### src/rtl/pa_lsu_sram_pkg.sv
// Shared types and constants for the LSU SRAM arbiter: FSM states, default geometry,
// requester ids and the 2-way round-robin pick used by the arbiter.
package pa_lsu_sram_pkg;

   localparam int AW_DEF = 10;
   localparam int DW_DEF = 36;

   typedef enum logic {
      ST_CLR  = 1'b0,
      ST_IDLE = 1'b1
   } state_e;

   localparam logic RID_R0 = 1'b0;
   localparam logic RID_R1 = 1'b1;

   // One-hot grant for two requesters; ptr names the side that wins a tie.
   function automatic logic [1:0] rr_pick(input logic [1:0] req, input logic ptr);
      logic [1:0] g;
      g = 2'b00;
      if (req[0] && (!req[1] || ptr == RID_R0)) begin
         g = 2'b01;
      end else if (req[1]) begin
         g = 2'b10;
      end
      return g;
   endfunction

endpackage

### src/rtl/pa_lsu_sram_arb_if.sv
// Requester, clear-control and SRAM macro signals of the LSU SRAM arbiter.
// slave = arbiter side; master = requesters plus the SRAM macro.
interface pa_lsu_sram_arb_if
   import pa_lsu_sram_pkg::*;
#(
   parameter int ADDR_WIDTH = AW_DEF,
   parameter int DATA_WIDTH = DW_DEF
);

   logic                  clr_req;
   logic                  clr_busy;

   logic                  r0_req;
   logic                  r0_wr;
   logic [ADDR_WIDTH-1:0] r0_addr;
   logic [DATA_WIDTH-1:0] r0_wdata;
   logic [DATA_WIDTH-1:0] r0_wmask;
   logic                  r0_gnt;
   logic                  r0_rvld;

   logic                  r1_req;
   logic                  r1_wr;
   logic [ADDR_WIDTH-1:0] r1_addr;
   logic [DATA_WIDTH-1:0] r1_wdata;
   logic [DATA_WIDTH-1:0] r1_wmask;
   logic                  r1_gnt;
   logic                  r1_rvld;

   logic [DATA_WIDTH-1:0] rdata;

   logic [ADDR_WIDTH-1:0] sram_a;
   logic                  sram_cen;
   logic                  sram_gwen;
   logic [DATA_WIDTH-1:0] sram_wen;
   logic [DATA_WIDTH-1:0] sram_d;
   logic [DATA_WIDTH-1:0] sram_q;

   modport slave (
      input  clr_req,
      input  r0_req, r0_wr, r0_addr, r0_wdata, r0_wmask,
      input  r1_req, r1_wr, r1_addr, r1_wdata, r1_wmask,
      input  sram_q,
      output clr_busy,
      output r0_gnt, r0_rvld, r1_gnt, r1_rvld, rdata,
      output sram_a, sram_cen, sram_gwen, sram_wen, sram_d
   );

   modport master (
      output clr_req,
      output r0_req, r0_wr, r0_addr, r0_wdata, r0_wmask,
      output r1_req, r1_wr, r1_addr, r1_wdata, r1_wmask,
      output sram_q,
      input  clr_busy,
      input  r0_gnt, r0_rvld, r1_gnt, r1_rvld, rdata,
      input  sram_a, sram_cen, sram_gwen, sram_wen, sram_d
   );

endinterface

### src/rtl/pa_lsu_sram_rr_arb.sv
// 2-way round-robin arbiter: combinational grant in the request cycle, no grant when en_i=0.
// After any grant the pointer moves to the other requester so a held tie alternates.
module pa_lsu_sram_rr_arb
   import pa_lsu_sram_pkg::*;
(
   input  logic       clk_i,
   input  logic       rst_n_i,
   input  logic [1:0] req_i,
   input  logic       en_i,
   output logic [1:0] gnt_o
);

   logic ptr_q;

   always_comb begin
      gnt_o = 2'b00;
      if (en_i) begin
         gnt_o = rr_pick(req_i, ptr_q);
      end
   end

   always_ff @(posedge clk_i) begin
      if (!rst_n_i) begin
         ptr_q <= RID_R0;
      end else if (gnt_o[0]) begin
         ptr_q <= RID_R1;
      end else if (gnt_o[1]) begin
         ptr_q <= RID_R0;
      end
   end

endmodule

### src/rtl/pa_lsu_sram_arb.sv
// Single-port LSU SRAM controller: zero-fill engine after reset/clr_req, round-robin r0/r1 access.
// Grants and SRAM drive are same-cycle; read data returns one cycle after grant; no grants while clearing.
module pa_lsu_sram_arb
   import pa_lsu_sram_pkg::*;
#(
   parameter int ADDR_WIDTH = AW_DEF,
   parameter int DATA_WIDTH = DW_DEF
) (
   input logic              forever_cpuclk,
   input logic              cpurst_b,
   pa_lsu_sram_arb_if.slave bus
);

   localparam logic [ADDR_WIDTH-1:0] CLR_LAST = {ADDR_WIDTH{1'b1}};

   state_e                state_q;
   logic [ADDR_WIDTH-1:0] clr_cnt_q;
   logic                  clr_busy_q;

   logic [1:0]            req;
   logic [1:0]            gnt;
   logic                  arb_en;
   logic                  acc_vld;
   logic                  sel_wr;
   logic [ADDR_WIDTH-1:0] sel_addr;
   logic [DATA_WIDTH-1:0] sel_wdata;
   logic [DATA_WIDTH-1:0] sel_wmask;

   logic                  cen_d;
   logic                  gwen_d;
   logic [DATA_WIDTH-1:0] wen_d;
   logic [ADDR_WIDTH-1:0] a_d, a_q;
   logic [DATA_WIDTH-1:0] d_d, d_q;

   logic                  rd_pend_q;
   logic                  rd_id_q;
   logic                  rd_pend;
   logic [DATA_WIDTH-1:0] rdata_d, rdata_q;

   // clr_req takes the cycle: the arbiter is muted so a colliding request simply waits.
   assign req    = {bus.r1_req, bus.r0_req};
   assign arb_en = cpurst_b && (state_q == ST_IDLE) && !bus.clr_req;

   pa_lsu_sram_rr_arb u_rr_arb (
      .clk_i   (forever_cpuclk),
      .rst_n_i (cpurst_b),
      .req_i   (req),
      .en_i    (arb_en),
      .gnt_o   (gnt)
   );

   assign acc_vld   = |gnt;
   assign sel_wr    = gnt[1] ? bus.r1_wr    : bus.r0_wr;
   assign sel_addr  = gnt[1] ? bus.r1_addr  : bus.r0_addr;
   assign sel_wdata = gnt[1] ? bus.r1_wdata : bus.r0_wdata;
   assign sel_wmask = gnt[1] ? bus.r1_wmask : bus.r0_wmask;

   assign bus.r0_gnt   = gnt[0];
   assign bus.r1_gnt   = gnt[1];
   assign bus.clr_busy = clr_busy_q;

   always_ff @(posedge forever_cpuclk) begin
      if (!cpurst_b) begin
         state_q    <= ST_CLR;
         clr_cnt_q  <= '0;
         clr_busy_q <= 1'b1;
      end else if (state_q == ST_CLR) begin
         if (bus.clr_req) begin
            clr_cnt_q <= '0;
         end else begin
            clr_cnt_q <= clr_cnt_q + ADDR_WIDTH'(1);
            if (clr_cnt_q == CLR_LAST) begin
               state_q    <= ST_IDLE;
               clr_busy_q <= 1'b0;
            end
         end
      end else if (bus.clr_req) begin
         state_q    <= ST_CLR;
         clr_cnt_q  <= '0;
         clr_busy_q <= 1'b1;
      end
   end

   // Macro is kept deselected while reset is held; A/D park on their last value when idle.
   always_comb begin
      cen_d  = 1'b1;
      gwen_d = 1'b1;
      wen_d  = '1;
      a_d    = a_q;
      d_d    = d_q;
      if (cpurst_b) begin
         if (state_q == ST_CLR) begin
            cen_d  = 1'b0;
            gwen_d = 1'b0;
            wen_d  = '0;
            a_d    = clr_cnt_q;
            d_d    = '0;
         end else if (acc_vld) begin
            cen_d = 1'b0;
            a_d   = sel_addr;
            if (sel_wr) begin
               gwen_d = 1'b0;
               wen_d  = ~sel_wmask;
               d_d    = sel_wdata;
            end
         end
      end
   end

   assign bus.sram_cen  = cen_d;
   assign bus.sram_gwen = gwen_d;
   assign bus.sram_wen  = wen_d;
   assign bus.sram_a    = a_d;
   assign bus.sram_d    = d_d;

   // Q is only meaningful in the cycle after a read; rdata_q keeps it afterwards.
   assign rd_pend     = rd_pend_q && cpurst_b;
   assign rdata_d     = rd_pend ? bus.sram_q : rdata_q;
   assign bus.rdata   = rdata_d;
   assign bus.r0_rvld = rd_pend && (rd_id_q == RID_R0);
   assign bus.r1_rvld = rd_pend && (rd_id_q == RID_R1);

   always_ff @(posedge forever_cpuclk) begin
      if (!cpurst_b) begin
         rd_pend_q <= 1'b0;
         rd_id_q   <= RID_R0;
         rdata_q   <= '0;
         a_q       <= '0;
         d_q       <= '0;
      end else begin
         rd_pend_q <= acc_vld && !sel_wr;
         if (acc_vld) begin
            rd_id_q <= gnt[1] ? RID_R1 : RID_R0;
         end
         rdata_q <= rdata_d;
         a_q     <= a_d;
         d_q     <= d_d;
      end
   end

endmodule

### src/flat_wrapper.sv
// flat-port wrapper written by rule: the top's interface ports become plain ports
module pa_lsu_sram_arb_flat import pa_lsu_sram_pkg::*;
#(
   parameter int ADDR_WIDTH = AW_DEF,
   parameter int DATA_WIDTH = DW_DEF
)
  (forever_cpuclk, cpurst_b, bus_clr_req, bus_r0_req, bus_r0_wr, bus_r0_addr, bus_r0_wdata, bus_r0_wmask, bus_r1_req, bus_r1_wr, bus_r1_addr, bus_r1_wdata, bus_r1_wmask, bus_sram_q, bus_clr_busy, bus_r0_gnt, bus_r0_rvld, bus_r1_gnt, bus_r1_rvld, bus_rdata, bus_sram_a, bus_sram_cen, bus_sram_gwen, bus_sram_wen, bus_sram_d);
  pa_lsu_sram_arb_if #(.ADDR_WIDTH(ADDR_WIDTH), .DATA_WIDTH(DATA_WIDTH)) bus_i ();
  input logic forever_cpuclk;
  input logic cpurst_b;
  input wire logic [$bits(bus_i.clr_req)-1:0] bus_clr_req;
  input wire logic [$bits(bus_i.r0_req)-1:0] bus_r0_req;
  input wire logic [$bits(bus_i.r0_wr)-1:0] bus_r0_wr;
  input wire logic [$bits(bus_i.r0_addr)-1:0] bus_r0_addr;
  input wire logic [$bits(bus_i.r0_wdata)-1:0] bus_r0_wdata;
  input wire logic [$bits(bus_i.r0_wmask)-1:0] bus_r0_wmask;
  input wire logic [$bits(bus_i.r1_req)-1:0] bus_r1_req;
  input wire logic [$bits(bus_i.r1_wr)-1:0] bus_r1_wr;
  input wire logic [$bits(bus_i.r1_addr)-1:0] bus_r1_addr;
  input wire logic [$bits(bus_i.r1_wdata)-1:0] bus_r1_wdata;
  input wire logic [$bits(bus_i.r1_wmask)-1:0] bus_r1_wmask;
  input wire logic [$bits(bus_i.sram_q)-1:0] bus_sram_q;
  output wire logic [$bits(bus_i.clr_busy)-1:0] bus_clr_busy;
  output wire logic [$bits(bus_i.r0_gnt)-1:0] bus_r0_gnt;
  output wire logic [$bits(bus_i.r0_rvld)-1:0] bus_r0_rvld;
  output wire logic [$bits(bus_i.r1_gnt)-1:0] bus_r1_gnt;
  output wire logic [$bits(bus_i.r1_rvld)-1:0] bus_r1_rvld;
  output wire logic [$bits(bus_i.rdata)-1:0] bus_rdata;
  output wire logic [$bits(bus_i.sram_a)-1:0] bus_sram_a;
  output wire logic [$bits(bus_i.sram_cen)-1:0] bus_sram_cen;
  output wire logic [$bits(bus_i.sram_gwen)-1:0] bus_sram_gwen;
  output wire logic [$bits(bus_i.sram_wen)-1:0] bus_sram_wen;
  output wire logic [$bits(bus_i.sram_d)-1:0] bus_sram_d;
  assign bus_i.clr_req = bus_clr_req;
  assign bus_i.r0_req = bus_r0_req;
  assign bus_i.r0_wr = bus_r0_wr;
  assign bus_i.r0_addr = bus_r0_addr;
  assign bus_i.r0_wdata = bus_r0_wdata;
  assign bus_i.r0_wmask = bus_r0_wmask;
  assign bus_i.r1_req = bus_r1_req;
  assign bus_i.r1_wr = bus_r1_wr;
  assign bus_i.r1_addr = bus_r1_addr;
  assign bus_i.r1_wdata = bus_r1_wdata;
  assign bus_i.r1_wmask = bus_r1_wmask;
  assign bus_i.sram_q = bus_sram_q;
  assign bus_clr_busy = bus_i.clr_busy;
  assign bus_r0_gnt = bus_i.r0_gnt;
  assign bus_r0_rvld = bus_i.r0_rvld;
  assign bus_r1_gnt = bus_i.r1_gnt;
  assign bus_r1_rvld = bus_i.r1_rvld;
  assign bus_rdata = bus_i.rdata;
  assign bus_sram_a = bus_i.sram_a;
  assign bus_sram_cen = bus_i.sram_cen;
  assign bus_sram_gwen = bus_i.sram_gwen;
  assign bus_sram_wen = bus_i.sram_wen;
  assign bus_sram_d = bus_i.sram_d;
  pa_lsu_sram_arb #(.ADDR_WIDTH(ADDR_WIDTH), .DATA_WIDTH(DATA_WIDTH)) u_core (.forever_cpuclk(forever_cpuclk), .cpurst_b(cpurst_b), .bus(bus_i));
endmodule
### config.mk
export PLATFORM = sky130hd
export DESIGN_NAME = pa_lsu_sram_arb_flat
export DESIGN_NICKNAME = d
export VERILOG_FILES = /design/src/rtl/pa_lsu_sram_pkg.sv /design/src/rtl/pa_lsu_sram_arb_if.sv /design/src/rtl/pa_lsu_sram_rr_arb.sv /design/src/rtl/pa_lsu_sram_arb.sv /design/src/flat_wrapper.sv
export SDC_FILE = /design/constraint.sdc
export NUM_CORES = 1
export LEC_CHECK = 0
export BUFFER_PORTS_ARGS = -buffer_cell sky130_fd_sc_hd__buf_2
export CORE_AREA = 2 2 130 132
export CTS_CLUSTER_DIAMETER = 200
export DETAILED_ROUTE_END_ITERATION = 16
export DIE_AREA = 0 0 132 134
export GPL_ROUTABILITY_DRIVEN = 0
export HOLD_SLACK_MARGIN = 0.03
export PLACE_DENSITY_LB_ADDON = 0.25
export SYNTH_ARGS = -nofsm -noshare
export SYNTH_HDL_FRONTEND = slang
export SYNTH_HIERARCHICAL = 1
export SYNTH_SLANG_ARGS = --single-unit
### constraint.sdc
create_clock -name forever_cpuclk -period 2.64 [get_ports forever_cpuclk]
set_clock_uncertainty 0.2 [all_clocks]
set_input_delay 0.132 -clock forever_cpuclk [delete_from_list [all_inputs] [get_ports forever_cpuclk]]
set_output_delay 0.132 -clock forever_cpuclk [all_outputs]
set_load 0.02 [all_outputs]
* Word-level counts from Yosys, hierarchy flattened
Index checks and enable logic that the tools add are counted.
** Storage, ports and cells
- Register bits after elaboration :: 97
- Word-level logic and storage cells :: 71
** Cells by class
- Add/subtract/negate cells :: 1
- Equality and inequality tests :: 3
- Multiplexer cells :: 40
- Bitwise operators :: 3
- Reduce and logical (&&, ||, !) cells :: 15
** Operators by type and width (count)
- two-way mux 36 bit :: 11
- two-way mux 10 bit :: 7
- NOT 36 bit :: 1
- two-way mux 1 bit :: 19
- adder 10 x 1 -> 10 bit (second input constant) :: 1
- == test 10 bit (second input constant) :: 1
- logical AND 1 bit :: 7
- two-way mux 2 bit :: 3
- nonzero test 2 bit :: 2
- logical NOT 1 bit :: 3
- AND reduction 3 bit :: 1
- inequality test 2 x 1 -> 1 bit (second input constant) :: 1
- inequality test 2 bit (second input constant) :: 1
- NOT 1 bit :: 2
- OR reduction 2 bit :: 1
- logical OR 1 bit :: 1

* Longest topological paths before layout
Gate-level depths: netlist (run 1).
- Depth after elaboration :: 11
- Gate-level depth with buffers :: 12
- Gate-level depth less buffers :: 7

* Cells and area by module
Netlist (run 1), hierarchy kept.
** Modules (own cells, without submodules)
- pa_lsu_sram_arb :: times used 1, cells an instance 571, area each 5641.7 µm², sequential area each 1921.8 µm²
- pa_lsu_sram_rr_arb :: times used 1, cells an instance 9, area each 58.8 µm², sequential area each 20.0 µm²

* Worst setup path before layout (run 1)
No wires, ideal clock.
- Kind :: register to output
- Start point :: register u_core.state_q
- End point :: output bus_sram_d[0]
- Data arrival time :: 2.585 ns
- Required time :: 2.308 ns
- Slack :: -0.277 ns
- Stages on the path, launching flop included :: 10
- Buffers on the path :: 2
- Cell sequence :: dfxtp_1 clkinv_1 nor2_1 nand2_1 a21oi_1 buf_4 and3b_4 o31ai_4 buf_6 o2bb2ai_1
** Between the ends
- Longest elaborated chain between the ends :: 8
- Elaborated cells on any way between the ends :: 10
- Classes of those cells :: mux (7); reduce/logical (3)
** RTL lines
- from (decl) :: line pa_lsu_sram_arb.sv:16 : state_e state_q;
- from (signal assigned) :: line pa_lsu_sram_arb.sv:64 : state_q <= ST_CLR;
- from (signal assigned) :: line pa_lsu_sram_arb.sv:73 : state_q <= ST_IDLE;
- from (signal assigned) :: line pa_lsu_sram_arb.sv:78 : state_q <= ST_CLR;
- logical AND 1 bit * (2 in series) :: line pa_lsu_sram_arb.sv:42 : assign arb_en = cpurst_b && (state_q == ST_IDLE) && !bus.clr_req;
- named net u_core.arb_en :: line pa_lsu_sram_arb.sv:22 : logic arb_en;
- two-way mux 2 bit * :: line pa_lsu_sram_rr_arb.sv:17 : if (en_i) begin
- named net bus_r1_gnt :: line flat_wrapper.sv:26 : output wire logic [$bits(bus_i.r1_gnt)-1:0] bus_r1_gnt;
- two-way mux 36 bit or two-way mux 1 bit (tied branches) :: line pa_lsu_sram_arb.sv:55, pa_lsu_sram_arb.sv:53
- two-way mux 36 bit :: line pa_lsu_sram_arb.sv:101 : if (sel_wr) begin
- two-way mux 36 bit * :: line pa_lsu_sram_arb.sv:98 : end else if (acc_vld) begin
- two-way mux 36 bit * :: line pa_lsu_sram_arb.sv:92 : if (state_q == ST_CLR) begin
- two-way mux 36 bit * :: line pa_lsu_sram_arb.sv:91 : if (cpurst_b) begin
- to (decl) :: line flat_wrapper.sv:33 : output wire logic [$bits(bus_i.sram_d)-1:0] bus_sram_d;
Mark *: on every way through the listed nets, which the timed path passes. The rest lies on a longest branch.

* Worst setup path after layout (run 1)
- Start point :: register u_core.state_q
- End point :: register u_core.d_q[24]
** Between the ends
- Longest elaborated chain between the ends :: 8
- Elaborated cells on any way between the ends :: 10
- Classes of those cells :: mux (7); reduce/logical (3)
** RTL lines
- logical AND 1 bit * (2 in series) :: line pa_lsu_sram_arb.sv:42
- named net u_core.arb_en :: line pa_lsu_sram_arb.sv:22
- two-way mux 2 bit * :: line pa_lsu_sram_rr_arb.sv:17
- two-way mux 36 bit or two-way mux 1 bit (tied branches) :: line pa_lsu_sram_arb.sv:55, pa_lsu_sram_arb.sv:53
- two-way mux 36 bit :: line pa_lsu_sram_arb.sv:101
- two-way mux 36 bit * :: line pa_lsu_sram_arb.sv:98
- two-way mux 36 bit * :: line pa_lsu_sram_arb.sv:92
- two-way mux 36 bit * :: line pa_lsu_sram_arb.sv:91
- to (signal assigned) :: line pa_lsu_sram_arb.sv:129 : d_q <= '0;
- to (signal assigned) :: line pa_lsu_sram_arb.sv:137 : d_q <= d_d;
- to (decl) :: line pa_lsu_sram_arb.sv:33 : logic [DATA_WIDTH-1:0] d_d, d_q;
Marked as above.
A chain may end at the register's enable or synchronous reset.

==> results of run 1 <==
-- state kept, by name (all words and copies together) (netlist names) --
| register | count |
|---|---|
| u_core/bus.clr_busy | 1 |
| u_core/rd_id_q | 1 |
| u_core/a_q | 10 |
| u_core/clr_cnt_q | 10 |
| u_core/rdata_q | 36 |
| u_core/d_q | 36 |
| u_core/state_q | 1 |
| u_core/rd_pend_q | 1 |
| u_core/u_rr_arb/ptr_q | 1 |
-- final cells by class --
class | instances | area, sq um
Clock buffer | 10 | 239
Sequential cell | 97 | 1940
Clock inverter | 6 | 48.8
Fill cell | 1397 | 6710
Multi-Input combinational cell | 421 | 3530
Tap cell | 220 | 275
Inverter | 8 | 32.5
Timing Repair Buffer | 492 | 3510
-- repair_timing --
item,in CTS,in global routing
resized for setup,23,35
endpoints found under the hold margin,87,0
setup buffers,2,5
cloned,1,5
pin swaps,2,9
hold buffers,128,0
endpoints found under the setup margin,80,110
-- per-layer routing --
layer  wire length, microns  GRT usage, %
met1                   9120          28.2
met2                   9590          35.5
met3                   1500          6.12
met5                      0             0
met4                    333          6.10
-- report_power, final --
| group | total (mW) | switching, mW | internal, mW |
|---|---|---|---|
| Clock | 1.29 | 0.614 | 0.679 |
| Sequential | 1.47 | 0.00228 | 1.46 |
| Combinational | 0.578 | 0.246 | 0.332 |
| Total | 3.34 | 0.862 | 2.47 |
-- placed cells by master, fill, tap and decap left out, types with 10 or more instances in the layout --
cell / instances
sky130_fd_sc_hd__nor2_1: 48
sky130_fd_sc_hd__a21o_1: 38
sky130_fd_sc_hd__nand2b_1: 11
sky130_fd_sc_hd__buf_2: 301
sky130_fd_sc_hd__mux2i_1: 107
sky130_fd_sc_hd__nand2_1: 13
sky130_fd_sc_hd__o2bb2ai_1: 62
sky130_fd_sc_hd__clkbuf_16: 14
sky130_fd_sc_hd__o2bb2ai_2: 10
sky130_fd_sc_hd__a21oi_1: 19
sky130_fd_sc_hd__dfxtp_1: 95
sky130_fd_sc_hd__dlygate4sd3_1: 128
sky130_fd_sc_hd__buf_4: 41
sky130_fd_sc_hd__mux2_2: 39
-- cells by family (layout without fill, tap and decap cells) --
logic type | after synthesis | in the layout | synth area share [%]
xor gates and xnor gates | 1 | 1 | 0.154
adders and majority gates | 1 | 1 | 0.219
muxes | 151 | 151 | 27.4
DFF | 97 | 97 | 34.1
buffers and inverters | 62 | 516 | 5.58
AOI/OAI and AO/OA | 167 | 167 | 23.9
and+or+nand+nor | 101 | 101 | 8.65
-- worst max path at each step --
stage | start | to | slack, ps | cells past startpoint
finish | u_core/state_q | u_core/d_q[24] | 50 | 9
global route | u_core/state_q | bus_sram_d[21] | -30 | 10
CTS | u_core/state_q | bus_sram_d[2] | -20 | 10
detailed placement | bus_clr_req | bus_sram_d[27] | 260 | 10
global placement | u_core/state_q | bus_sram_d[35] | 250 | 9
floorplan | u_core/state_q | bus_sram_a[4] | 4 | 9
-- worst max-delay path, stage by stage, from the launching register on --
cell	delay, ps
sky130_fd_sc_hd__dfxtp_2	360
sky130_fd_sc_hd__inv_4	40
sky130_fd_sc_hd__nor2_4	120
sky130_fd_sc_hd__nand2_2	80
sky130_fd_sc_hd__a21oi_4	150
sky130_fd_sc_hd__buf_6	220
sky130_fd_sc_hd__buf_8	270
sky130_fd_sc_hd__mux2i_1	360
sky130_fd_sc_hd__dlygate4sd3_1	600
sky130_fd_sc_hd__o2bb2ai_1	70
-- through the flow --
step           total power, mW  setup WS, ps  util (%)  hold WS [ps]
6_report                  3.34          48.7      58.8          53.8
3_5_place_dp              1.89           264      46.7           191
5_1_grt                   3.47         -29.3      58.8          58.9
4_1_cts                   3.34         -22.5      57.1          34.6
2_1_floorplan             1.67          3.73         -          44.4
3_3_place_gp              1.89           249      46.7           180
==> metrics.log, run 1 <==
INFO  metric die-width = 132 microns
INFO  metric regToRegStartpoint = u_core/state_q
INFO  metric io_buffer_count = ~330
INFO  metric placeableCoreArea = 16300 sq um
INFO  metric ports_placed_on_the_boundary = 332
INFO  metric ys_types = 43
INFO  metric layout_min_cycle_time = 2590 ps
INFO  metric drive_above_1_share = between 40% and 50%
INFO  metric fin_cells = approximately 1300
INFO  metric grt_first_pass_wirelength = 31300 microns
INFO  metric critPathRequiredTime = 2690 ps
INFO  metric report.final.hold_viol_count = 0
INFO  metric detail_route.wirelength = 20500 microns
INFO  metric core.rowCount = 47
INFO  metric clkSlewWorstSetupHoldPaths = 70 ps
INFO  metric holdPathStages = 4
INFO  metric dominantRegCellSynth = sky130_fd_sc_hd__dfxtp_1
INFO  metric synth-edff-count = 0
INFO  metric buffer_levels_on_the_longest_clock_path = 2
INFO  metric synthTopCellsByArea = sky130_fd_sc_hd__dfxtp_1 34%, sky130_fd_sc_hd__mux2i_1 19%, sky130_fd_sc_hd__o2bb2ai_1 9.7%
INFO  metric syn_area = 5700 sq um
INFO  metric worst-setup-path-type = reg -> reg
INFO  metric regToRegEndpoint = u_core/d_q[24]
INFO  metric start_util = 35.0%
INFO  metric outcome = completed
INFO  metric crit_path_start_kind = register
INFO  metric dp_hpwl = 13100 microns
INFO  metric cap_viol_max_count = 0
INFO  metric tritoncts = yes
INFO  metric first_iter_violations = 297
INFO  metric globalRouteOverflowTotal = 0
INFO  metric yosys.area.top_type = sky130_fd_sc_hd__dfxtp_1
INFO  metric layout_worst_path_cycle_share = 98.2%
INFO  metric reg2reg_slack = 50 ps
INFO  metric grtUsageTotal = between 20% and 30%
INFO  metric startpoint_of_the_tightest_hold_check_path = bus_r0_addr[1]
INFO  metric min_to = u_core/a_q[1]
INFO  metric first_global_vias = 6134
INFO  metric layout-area-overhead-vs-synth = 68.0%
INFO  metric crit_path_max_fanout = 22
INFO  metric drtAntennaViolNets = 0
INFO  metric total_drc_errors_in_the_routed_layout = 0
INFO  metric cts-buffers-inserted = 9
INFO  metric unrepaired_setup_endpoints_after_global_routing = yes
INFO  metric design_area = 9580 sq um
INFO  metric r2r_worst_path_depth = 9
INFO  metric post_synth_inst_count = 580
INFO  metric antenna_found_initial = 0
INFO  metric largest_net_degree_at_the_start_of_global_routing = 57
INFO  metric cellLeakagePower = roughly 4.3 nW
INFO  metric power-per-cell-area = 348 nW/um^2
INFO  metric yosysTopAreaCellShare = 34.1%
INFO  metric critPathArrivalTime = 2640 ps
INFO  metric dp.cells = between 1000 and 1500
INFO  metric first_pass_iters = 5
INFO  metric clock_latency = around 360 ps
INFO  metric floorplan.die_area = between 15000 and 20000 sq um
INFO  metric ffs_w_async_s_r_synth = 0%
INFO  metric vdd_drop_max = 382 uV
INFO  metric synth-seq-area-share = about a third
INFO  metric postSynthRegisterBits = just under 100
INFO  metric synthTopCellsByCount = 109 x sky130_fd_sc_hd__mux2i_1, 97 x sky130_fd_sc_hd__dfxtp_1, 63 x sky130_fd_sc_hd__o2bb2ai_1
INFO  metric synth_nets = about 800
INFO  metric cts_sinks = 97
INFO  metric synthMostInstantiatedCell = sky130_fd_sc_hd__mux2i_1
INFO  metric worst_setup_path_end_kind = register
INFO  metric drt-wirelength-per-cell = 16.4 microns
INFO  metric synthesis.yosys.warnings = 6
INFO  metric dr_total_vias = 6255
INFO  metric syn_avg_cell_area = 9.83 sq um
INFO  metric report.final.setup_viol = 0
INFO  metric detail_route.vias_per_cell = 4.99
INFO  metric finalSetupTns = 0 ps
INFO  metric maxClockFrequency = roughly 390 MHz
INFO  metric diodes = 0
INFO  metric report.final.slew_viol_count = 0
INFO  metric h-tree-depth = 3
INFO  metric place_area = between 7000 and 8000 sq um
INFO  metric hold_path_class = in -> reg
INFO  metric die_y = 134 microns
INFO  metric finalNetCount = 1237
INFO  metric root_buffer_master = sky130_fd_sc_hd__clkbuf_16
INFO  metric tightestPinTransition = 619 ps
INFO  metric worst_slew_margin_rel = between 50% and 60%
Power figures use the tool's default switching activity.
==> inputs of run 2 (changes only) <==
Settings changed: PLACE_DENSITY set to 0.64, PLACE_DENSITY_LB_ADDON 0.25 to unset.
==> metrics.log, run 2 (synthesis gave the netlist of run 1 again) <==
INFO  metric die-width = 132 microns (unchanged)
INFO  metric violations = setup timing
INFO  metric finalNetCount = 1248 (was 1237)
INFO  metric outcome = finished, violations left (was completed)
INFO  metric power-per-cell-area = 341 nW/um^2 (was 348 nW/um^2)
INFO  metric detail_route.wirelength = 22500 microns (was 20500 microns)
INFO  metric maxClockFrequency = 366 MHz (was 386 MHz)
INFO  metric critPathRequiredTime = 2660 ps (was 2690 ps)
INFO  metric global_route_met1_utilization = 27.9% (was 28.2%)
INFO  metric grt_most_used_layer = met2 (unchanged)
INFO  metric commonest_non_fill_non_tap_cell_in_the_layout = sky130_fd_sc_hd__buf_2 (unchanged)
INFO  metric dr_total_vias = 6410 (was 6255)
INFO  metric fin_cells = 1265 (was 1254)
INFO  metric buffer_levels_on_the_longest_clock_path = 2 (unchanged)
INFO  metric core.rowCount = 47 (unchanged)
INFO  metric worst_slew_margin_rel = 58.2% (was 58.7%)
INFO  metric worst_setup_path_end_kind = register (unchanged)
INFO  metric floorplan.die_area = 17700 sq um (unchanged)
INFO  metric first_pass_iters = 4 (was 5)
INFO  metric first_global_vias = 6365 (was 6134)
INFO  metric final.hold.worst_slack = 38.0 ps (was 53.8 ps)
INFO  metric dp.cells = 1094 (was 1097)
INFO  metric report.final.slew_viol_count = 0 (unchanged)
INFO  metric layout_common_cells = 291 x sky130_fd_sc_hd__buf_2, 124 x sky130_fd_sc_hd__dlygate4sd3_1, 101 x sky130_fd_sc_hd__mux2i_1 (was 301 x sky130_fd_sc_hd__buf_2, 128 x sky130_fd_sc_hd__dlygate4sd3_1, 107 x sky130_fd_sc_hd__mux2i_1)
INFO  metric drtAntennaViolNets = 0 (unchanged)
INFO  metric ff_latch_area = 1940 sq um (unchanged)
INFO  metric unrepaired_setup_endpoints_after_global_routing = yes (unchanged)
INFO  metric layout_top_registers = u_core/d_q (36), u_core/rdata_q (36) (unchanged)
INFO  metric globalRouteOverflowTotal = 0 (unchanged)
INFO  metric grt.met2_usage = 37.9% (was 35.5%)
INFO  metric grt_first_pass_wirelength = 32500 microns (was 31300 microns)
INFO  metric clkSlewWorstSetupHoldPaths = 70 ps (about the same)
INFO  metric tritoncts = yes (unchanged)
INFO  metric worst-setup-path-type = reg -> reg (unchanged)
INFO  metric post-route-util = 60.8% (was 58.8%)
INFO  metric drive_above_1_share = 46.5% (was 43.5%)
INFO  metric cts-buffers-inserted = 9 (unchanged)
INFO  metric crit_path_start_kind = register (unchanged)
INFO  metric layout_min_cycle_time = 2730 ps (was 2590 ps)
INFO  metric grtUsageTotal = 22.6% (was 21.8%)
INFO  metric detail_route.vias_per_cell = 5.07 (was 4.99)
INFO  metric largest_net_degree_at_the_start_of_global_routing = 73 (was 57)
INFO  metric cellLeakagePower = 4.40 nW (was 4.26 nW)
INFO  metric drt-wirelength-per-cell = 17.8 microns (was 16.4 microns)
INFO  metric vdd_drop_max = 345 uV (was 382 uV)
INFO  metric start_util = 35.0% (unchanged)
INFO  metric total_of_fill_cells_in_the_finished_design = 1316 (was 1397)
INFO  metric reg2reg_slack = -90 ps (was 50 ps)
INFO  metric fin_ws = -91.7 ps (was 48.7 ps)
INFO  metric die_y = 134 microns (unchanged)
INFO  metric grt_use_met3 = 5.63% (was 6.12%)
INFO  metric report.final.hold_viol_count = 0 (unchanged)
INFO  metric total_drc_errors_in_the_routed_layout = 0 (unchanged)
INFO  metric layout_worst_path_cycle_share = 103% (was 98.2%)
INFO  metric placeableCoreArea = 16300 sq um (unchanged)
INFO  metric hold_path_class = in -> reg (unchanged)
INFO  metric cap_viol_max_count = 0 (unchanged)
INFO  metric root_buffer_master = sky130_fd_sc_hd__clkbuf_16 (unchanged)
INFO  metric first_iter_violations = 328 (was 297)
INFO  metric multi_input_comb_area = 3660 sq um (was 3530 sq um)
INFO  metric pre_cts_worst_setup_slack = 160 ps (was 264 ps)
INFO  metric report.final.setup_viol = 2 (was 0)
INFO  metric dp_hpwl = 12900 microns (was 13100 microns)
INFO  metric layout-area-overhead-vs-synth = 73.9% (was 68.0%)
INFO  metric ports_placed_on_the_boundary = 332 (unchanged)
INFO  metric finalSetupTns = -106 ps (was 0 ps)
INFO  metric io_buffer_count = 331 (unchanged)
INFO  metric antenna_found_initial = 0 (unchanged)
INFO  metric crit_path_max_fanout = 42 (was 22)
INFO  metric cts_sinks = 97 (unchanged)
INFO  metric h-tree-depth = 3 (unchanged)
INFO  metric clock_latency = 350 ps (was 360 ps)
INFO  metric critPathArrivalTime = 2760 ps (was 2640 ps)
INFO  metric tightestPinTransition = 628 ps (was 619 ps)
run 2: path summary, 6_finish.rpt:
check                                    start              to  depth (start not counted)
worst min-delay path            bus_r0_addr[8]   u_core/a_q[8]                          4
worst max register to register  u_core/state_q   u_core/d_q[1]                          9
worst min register to register  u_core/d_q[25]  u_core/d_q[25]                          1
worst max-delay path            u_core/state_q   u_core/d_q[1]                          9
run 2: power breakdown:
part | total, mW | internal (mW) | switching [mW]
combinational | 0.584 | 0.328 | 0.256
clock | 1.33 | 0.779 | 0.554
sequential | 1.47 | 1.47 | 0.00216
total | 3.38 | 2.57 | 0.812
run 2: metrics by stage:
stage / power [mW] / instance area (sq um)
after global placement: 1.88 / 7580
after global routing: 3.51 / 9910
after detailed placement: 1.89 / 7580
after floorplan: 1.67 / 5720
after CTS: 3.37 / 9390
final: 3.38 / 9910
run 2: layout make-up:
class,instances,area share [%]
clock inverters,3,0.404
inverters,8,0.328
repair buffers,503,37.4
well taps,220,2.78
flip-flops and latches,97,19.6
multi-input cells,421,36.9
clock buffers,12,2.59
diodes,1,0.0252
run 2: layer usage:
| layer | up-vias | part of all wire (%) | wire length, microns |
|---|---|---|---|
| met1 | 3001 | 42 | 9420 |
| met5 | - | 0 | 0 |
| met2 | 268 | 48 | 10800 |
| met4 | 0 | 3.6 | 809 |
| li1 | 3087 | - | - |
| met3 | 54 | 6.5 | 1470 |
run 2: what timing repair did:
action	in CTS	in global routing
gates cloned	3	9
hold buffers	124	0
buffers inserted	11	10
gates resized for setup	32	68
setup endpoints to repair	83	87
hold endpoints to repair	87	0
pin swaps	2	11
run 2: critical path: stages, from the launching register on:
cell,delay (ps)
sky130_fd_sc_hd__dfxtp_2,360
sky130_fd_sc_hd__inv_4,40
sky130_fd_sc_hd__nor2_4,130
sky130_fd_sc_hd__nand2_2,80
sky130_fd_sc_hd__a21oi_4,160
sky130_fd_sc_hd__buf_12,150
sky130_fd_sc_hd__buf_16,270
sky130_fd_sc_hd__mux2i_2,380
sky130_fd_sc_hd__dlygate4sd3_1,690
sky130_fd_sc_hd__o2bb2ai_1,120
